### src/rtl/alarm_arm_sequencer.sv
// Arming/alarm sequencer: exit delay, armed, entry delay, timed siren, silenced and panic.
// Optional delay chime is built only when ALARM_SEQ_CHIME_EN is defined.
module alarm_arm_sequencer #(
    parameter int unsigned EXIT_TICKS  = 100,
    parameter int unsigned ENTRY_TICKS = 60,
    parameter int unsigned SIREN_TICKS = 1200,
    parameter int unsigned CNT_W       = 12
) (
    input  logic             iCLK,
    input  logic             iRST,
    input  logic             tick,
    input  logic             arm_key,
    input  logic             panic_key,
    input  logic [2:0]       zone_in,
    input  logic [2:0]       instant_mask,
    output logic [2:0]       state,
    output logic             siren_en,
    output logic             strobe_en,
    output logic             armed_led,
    output logic             disarmed_led,
    output logic [2:0]       zone_latched,
    output logic             arm_fault,
    output logic [CNT_W-1:0] remaining,
    output logic             chime
);

    typedef enum logic [2:0] {
        StDisarmed   = 3'd0,
        StExitDelay  = 3'd1,
        StArmed      = 3'd2,
        StEntryDelay = 3'd3,
        StAlarm      = 3'd4,
        StSilenced   = 3'd5,
        StPanic      = 3'd6,
        StInvalid    = 3'd7
    } state_e;

    localparam logic [CNT_W-1:0] ExitLoad  = CNT_W'(EXIT_TICKS);
    localparam logic [CNT_W-1:0] EntryLoad = CNT_W'(ENTRY_TICKS);
    localparam logic [CNT_W-1:0] SirenLoad = CNT_W'(SIREN_TICKS);
    localparam logic [CNT_W-1:0] CntOne    = CNT_W'(1);

    state_e           state_q, state_d;
    logic [CNT_W-1:0] rem_q, rem_d;
    logic [2:0]       zl_q, zl_d;
    logic             arm_prev_q, panic_prev_q;
    logic             fault_q, fault_d;
    logic             siren_q, strobe_q, armed_led_q, disarmed_led_q;

    logic arm_rise, panic_rise, expire, instant_hit;

    assign arm_rise    = arm_key & ~arm_prev_q;
    assign panic_rise  = panic_key & ~panic_prev_q;
    assign expire      = tick && (rem_q == CntOne);
    assign instant_hit = |(zone_in & instant_mask);

    always_comb begin
        state_d = state_q;
        rem_d   = rem_q;
        zl_d    = zl_q;
        fault_d = 1'b0;
        if (panic_rise) begin
            state_d = StPanic;
            rem_d   = '0;
        end else if (arm_rise) begin
            if (state_q == StDisarmed) begin
                if (zone_in == 3'b000) begin
                    state_d = StExitDelay;
                    rem_d   = ExitLoad;
                    zl_d    = 3'b000;
                end else begin
                    fault_d = 1'b1;
                end
            end else begin
                // Disarm from any other state keeps the alarm history in zl.
                state_d = StDisarmed;
                rem_d   = '0;
            end
        end else begin
            unique case (state_q)
                StDisarmed: rem_d = '0;
                StExitDelay: begin
                    if (expire) begin
                        state_d = StArmed;
                        rem_d   = '0;
                    end else if (tick && rem_q != '0) begin
                        rem_d = rem_q - CntOne;
                    end
                end
                StArmed: begin
                    if (instant_hit) begin
                        state_d = StAlarm;
                        rem_d   = SirenLoad;
                        zl_d    = zl_q | zone_in;
                    end else if (zone_in != 3'b000) begin
                        state_d = StEntryDelay;
                        rem_d   = EntryLoad;
                        zl_d    = zl_q | zone_in;
                    end
                end
                StEntryDelay: begin
                    if (instant_hit || expire) begin
                        state_d = StAlarm;
                        rem_d   = SirenLoad;
                        zl_d    = zl_q | zone_in;
                    end else if (tick && rem_q != '0) begin
                        rem_d = rem_q - CntOne;
                    end
                end
                StAlarm: begin
                    zl_d = zl_q | zone_in;
                    if (expire) begin
                        state_d = StSilenced;
                        rem_d   = '0;
                    end else if (tick && rem_q != '0) begin
                        rem_d = rem_q - CntOne;
                    end
                end
                StSilenced: begin
                    // Only a zone not already part of this alarm re-arms the siren.
                    if (|(zone_in & ~zl_q)) begin
                        state_d = StAlarm;
                        rem_d   = SirenLoad;
                        zl_d    = zl_q | zone_in;
                    end
                end
                StPanic: rem_d = '0;
                default: begin
                    state_d = StDisarmed;
                    rem_d   = '0;
                end
            endcase
        end
    end

    always_ff @(posedge iCLK) begin
        if (iRST) begin
            state_q        <= StDisarmed;
            rem_q          <= '0;
            zl_q           <= 3'b000;
            arm_prev_q     <= 1'b1;
            panic_prev_q   <= 1'b1;
            fault_q        <= 1'b0;
            siren_q        <= 1'b0;
            strobe_q       <= 1'b0;
            armed_led_q    <= 1'b0;
            disarmed_led_q <= 1'b1;
        end else begin
            state_q        <= state_d;
            rem_q          <= rem_d;
            zl_q           <= zl_d;
            arm_prev_q     <= arm_key;
            panic_prev_q   <= panic_key;
            fault_q        <= fault_d;
            siren_q        <= (state_d == StAlarm) || (state_d == StPanic);
            strobe_q       <= (state_d == StAlarm) || (state_d == StSilenced) ||
                              (state_d == StPanic);
            armed_led_q    <= (state_d == StArmed) || (state_d == StEntryDelay) ||
                              (state_d == StAlarm) || (state_d == StSilenced) ||
                              (state_d == StPanic);
            disarmed_led_q <= (state_d == StDisarmed) || (state_d == StExitDelay);
        end
    end

`ifdef ALARM_SEQ_CHIME_EN
    logic chime_q, chime_d;
    logic in_delay_q, in_delay_d;

    assign in_delay_q = (state_q == StExitDelay) || (state_q == StEntryDelay);
    assign in_delay_d = (state_d == StExitDelay) || (state_d == StEntryDelay);

    always_comb begin
        chime_d = 1'b0;
        if (in_delay_d) begin
            chime_d = (in_delay_q && tick) ? ~chime_q : chime_q;
        end
    end

    always_ff @(posedge iCLK) begin
        if (iRST) begin
            chime_q <= 1'b0;
        end else begin
            chime_q <= chime_d;
        end
    end

    assign chime = chime_q;
`else
    assign chime = 1'b0;
`endif

    assign state        = state_q;
    assign remaining    = rem_q;
    assign zone_latched = zl_q;
    assign arm_fault    = fault_q;
    assign siren_en     = siren_q;
    assign strobe_en    = strobe_q;
    assign armed_led    = armed_led_q;
    assign disarmed_led = disarmed_led_q;

endmodule

### config.mk
export PLATFORM = sky130hd
export DESIGN_NAME = alarm_arm_sequencer
export DESIGN_NICKNAME = d
export VERILOG_FILES = /design/src/rtl/alarm_arm_sequencer.sv
export SDC_FILE = /design/constraint.sdc
export NUM_CORES = 1
export LEC_CHECK = 0
export CAP_MARGIN = 20
export CORE_MARGIN = 1.5
export CORE_UTILIZATION = 45
export DETAILED_ROUTE_END_ITERATION = 8
export MAX_ROUTING_LAYER = met4
export PLACE_DENSITY_LB_ADDON = 0.08
export SYNTH_ARGS = -nofsm -noshare
export SYNTH_HDL_FRONTEND = slang
export SYNTH_SLANG_ARGS = --single-unit
### constraint.sdc
create_clock -name iCLK -period 2.45 [get_ports iCLK]
set_input_delay 0.735 -clock iCLK [delete_from_list [all_inputs] [get_ports iCLK]]
set_output_delay 0.735 -clock iCLK [all_outputs]
set_load 0.01 [all_outputs]
==> flow_summary.toml <==
[clocking]
h-tree-depth = 1
clock-root-buffer = "clkbuf_4"
cts_hold_buf = 0
tritoncts = "yes"
cts_num_sinks = 25
clk_latency_ps = 340
cts-buffers-inserted = 3
clkTransAtPathRegs_ps = 150
clock_path_buffers = 2

[final_layout]
diodes = 0
syn2layout_area_growth_pct = 36.9
fin_cells = 307
drive_above_1_share_pct = 21.1
num-nets-final = 276
finish.utilization_pct = 65.3

[logic_synthesis]
synth_nets = 212
synthAdderAreaFrac_pct = 2.32
synth_edf_count = 0
postSynthCellCount = 198
synth-async-reset-ratio_pct = 0
syn-cell-area_sq_mm = 0.00162
yosysWarnings = 0
synth_cell_types = 54
synth.ff_latch_count = 25
synth-compound-area-share_pct = 23.9
syn_area_per_cell_sq_um = 8.16
yosysSeqAreaShare_pct = 31.0
yosys.area_share.simple_pct = 33.2
synth_top_family_by_area = "simple AND/OR/NAND/NOR gates"
synthMuxAreaShare_pct = 1.24
synth-main-ff-cell = "dfxtp_1"
synthXorXnorAreaFrac_pct = 1.63

[floorplan]
dieArea_sq_mm = 0.00396
num_rows = 21
dieWidth_um = 62.9
die_height_um = 62.9
initial_core_util_pct = 47.7
pin_count = 35
core_area_sq_mm = 0.00339

[detailed_routing]
vias = 1755
routedWlPerCell_um = 14.0
drc = 0
dr.pass1.iters = 5
vias_per_cell = 5.72
drtIter0Drc = 122
drtAntennaViolNets = 0
routed_wl_mm = 4.31

[timing]
fin_crit_ps = 2350
rsz0062_at_grt = "false"
clock_skew_ps = 22.5
finalCritPeriodShare_pct = 95.8
setup_viol = 0
max_clock_freq_ghz = 0.426
hold_violations = 0
final_max_slew_viol_count = 0

[global_routing]
antenna_found_initial = 0
grt_use_total_pct = 23.6
grt_pass1_vias = 1688
gr-total-overflow = 0
grt_max_degree = 20
grt_pass1_wl_mm = 7.55

[power_and_ir_drop]
leakagePower_nw = 0.882
powerDensity_mw_per_mm2 = 406
vdd_ir_drop_max_mv = 0.265

[placed_design]
dp_cells = 301
portBuffers = 33
gp_congestion = 0.920
dp_hpwl_mm = 3.38

[status]
status = "complete, no violations"

[critical_path]
slowest_stage = "clkdlybuf4s50_1"
critPathMaxStageDelay_ps = 470
cp_common_cell = "a21oi_1"
cp-end-kind = "register"
worst-path-max-fanout = 4
worstSetupPathType = "primary input to register"
critPathArrivalTime_ps = 2620
cp.required_ps = 2720
start_kind = "primary input"
cp_cell_sequence = "clkdlybuf4s50_1 -> or3b_4 -> nor2_1 -> or4b_1 -> a21oi_1 -> a21oi_1 -> a221oi_2"

[flow_run]
cap_violations = 0

[worst_hold_path]
hold_class = "register to register"
==> final timing paths <==
kind,startpoint,endpoint,slack [ps],depth (start not counted)
hold reg to reg,zone_latched[2],zone_latched[2],530,1
setup reg to reg,remaining[2],remaining[7],360,6
hold / removal,zone_latched[2],zone_latched[2],530,1
setup / recovery,tick,remaining[7],100,7
==> Yosys cell counts, types with 3 or more instances <==
cell type	count	area share, %
o21a_1	4	1.9
ha_1	3	2.3
a22o_1	4	2.2
nand2_1	17	4.0
o41ai_1	3	1.6
xnor2_1	3	1.6
nand3_1	6	1.9
nand4_1	5	1.9
o21ai_0	8	2.5
nor2_1	21	4.9
nor3_1	5	1.5
nor2b_1	7	2.7
buf_6	5	3.5
and3_1	3	1.2
a31oi_1	4	1.5
inv_1	8	1.9
or2_2	3	1.2
dfxtp_1	25	31
nor4_1	4	1.5
a21oi_1	11	3.4
==> worst max-delay path, delay by kind of cell <==
| family | cells | cell delay, ps |
|---|---|---|
| buf+inv | 1 | 470 |
| simple gates | 3 | 930 |
| compound gates | 3 | 470 |
==> metal layers <==
layer	share of wire (%)	up-vias	track usage (%)
met5	0	-	-
met4	2.3	0	7.50
met3	5.2	17	3.78
met2	49	79	38.7
met1	43	802	29.7
li1	-	857	-
==> placed cells by master, fill, tap and decap left out, types with 6 or more instances in the layout <==
master           instances
nor2b_1                  6
nor2_1                  21
nand2_1                 17
buf_4                   34
inv_1                    8
a21oi_1                 11
o21ai_0                  8
clkdlybuf4s50_1         30
dfxtp_1                 25
nand3_1                  6
==> logic make-up (layout without fill, tap and decap cells) <==
logic type,after synthesis,count (layout)
and+or+nand+nor,93,93
AOI/OAI and AO/OA,55,55
DFF,25,25
buffers and inverters,16,79
adders and majority gates,3,3
xor gates and xnor gates,3,3
muxes,2,2
other,1,1
==> repair_timing <==
item,in CTS,in global routing
endpoints found under the setup margin,2,1
gates resized for setup,4,1
hold endpoints to repair,0,0
buffers inserted,2,0
pin swaps,3,0
==> area by class of cell <==
class | count | area [sq um]
clock buffers | 3 | 22.5
clock inverters | 1 | 5.00
repair buffers | 67 | 582
fillers | 301 | 1180
inverters | 8 | 30.0
multi-input cells | 157 | 1010
well taps | 46 | 57.6
flip-flops and latches | 25 | 500
==> through the flow <==
step / cell area [sq um] / setup TNS [ps] / hold slack [ps] / worst slack (ps) / power [mW]
final: 2210 / 0 / 532 / 102 / 0.898
after global routing: 2210 / 0 / 557 / 12.4 / 0.951
after detailed placement: 2170 / -3770 / 502 / -431 / 0.709
after CTS: 2210 / 0 / 537 / 81.9 / 0.900
after floorplan: 1620 / 0 / 512 / 106 / 0.597
after global placement: 2170 / -3340 / 493 / -363 / 0.706
==> report_power, final <==
group	total, mW	leakage [nW]	internal (mW)	switching, mW
logic	0.265	0.661	0.138	0.127
registers	0.441	0.204	0.424	0.0177
clock network	0.192	0.0177	0.0613	0.130
total	0.898	0.882	0.623	0.275
==> flip-flops by register name, indices dropped and copies added (netlist names) <==
| name | count |
|---|---|
| strobe_en | 1 |
| panic_prev_q | 1 |
| armed_led | 1 |
| arm_prev_q | 1 |
| remaining | 12 |
| zone_latched | 3 |
| siren_en | 1 |
| disarmed_led | 1 |
| arm_fault | 1 |
| state | 3 |
Note: power is estimated with default switching activity, not from simulation.
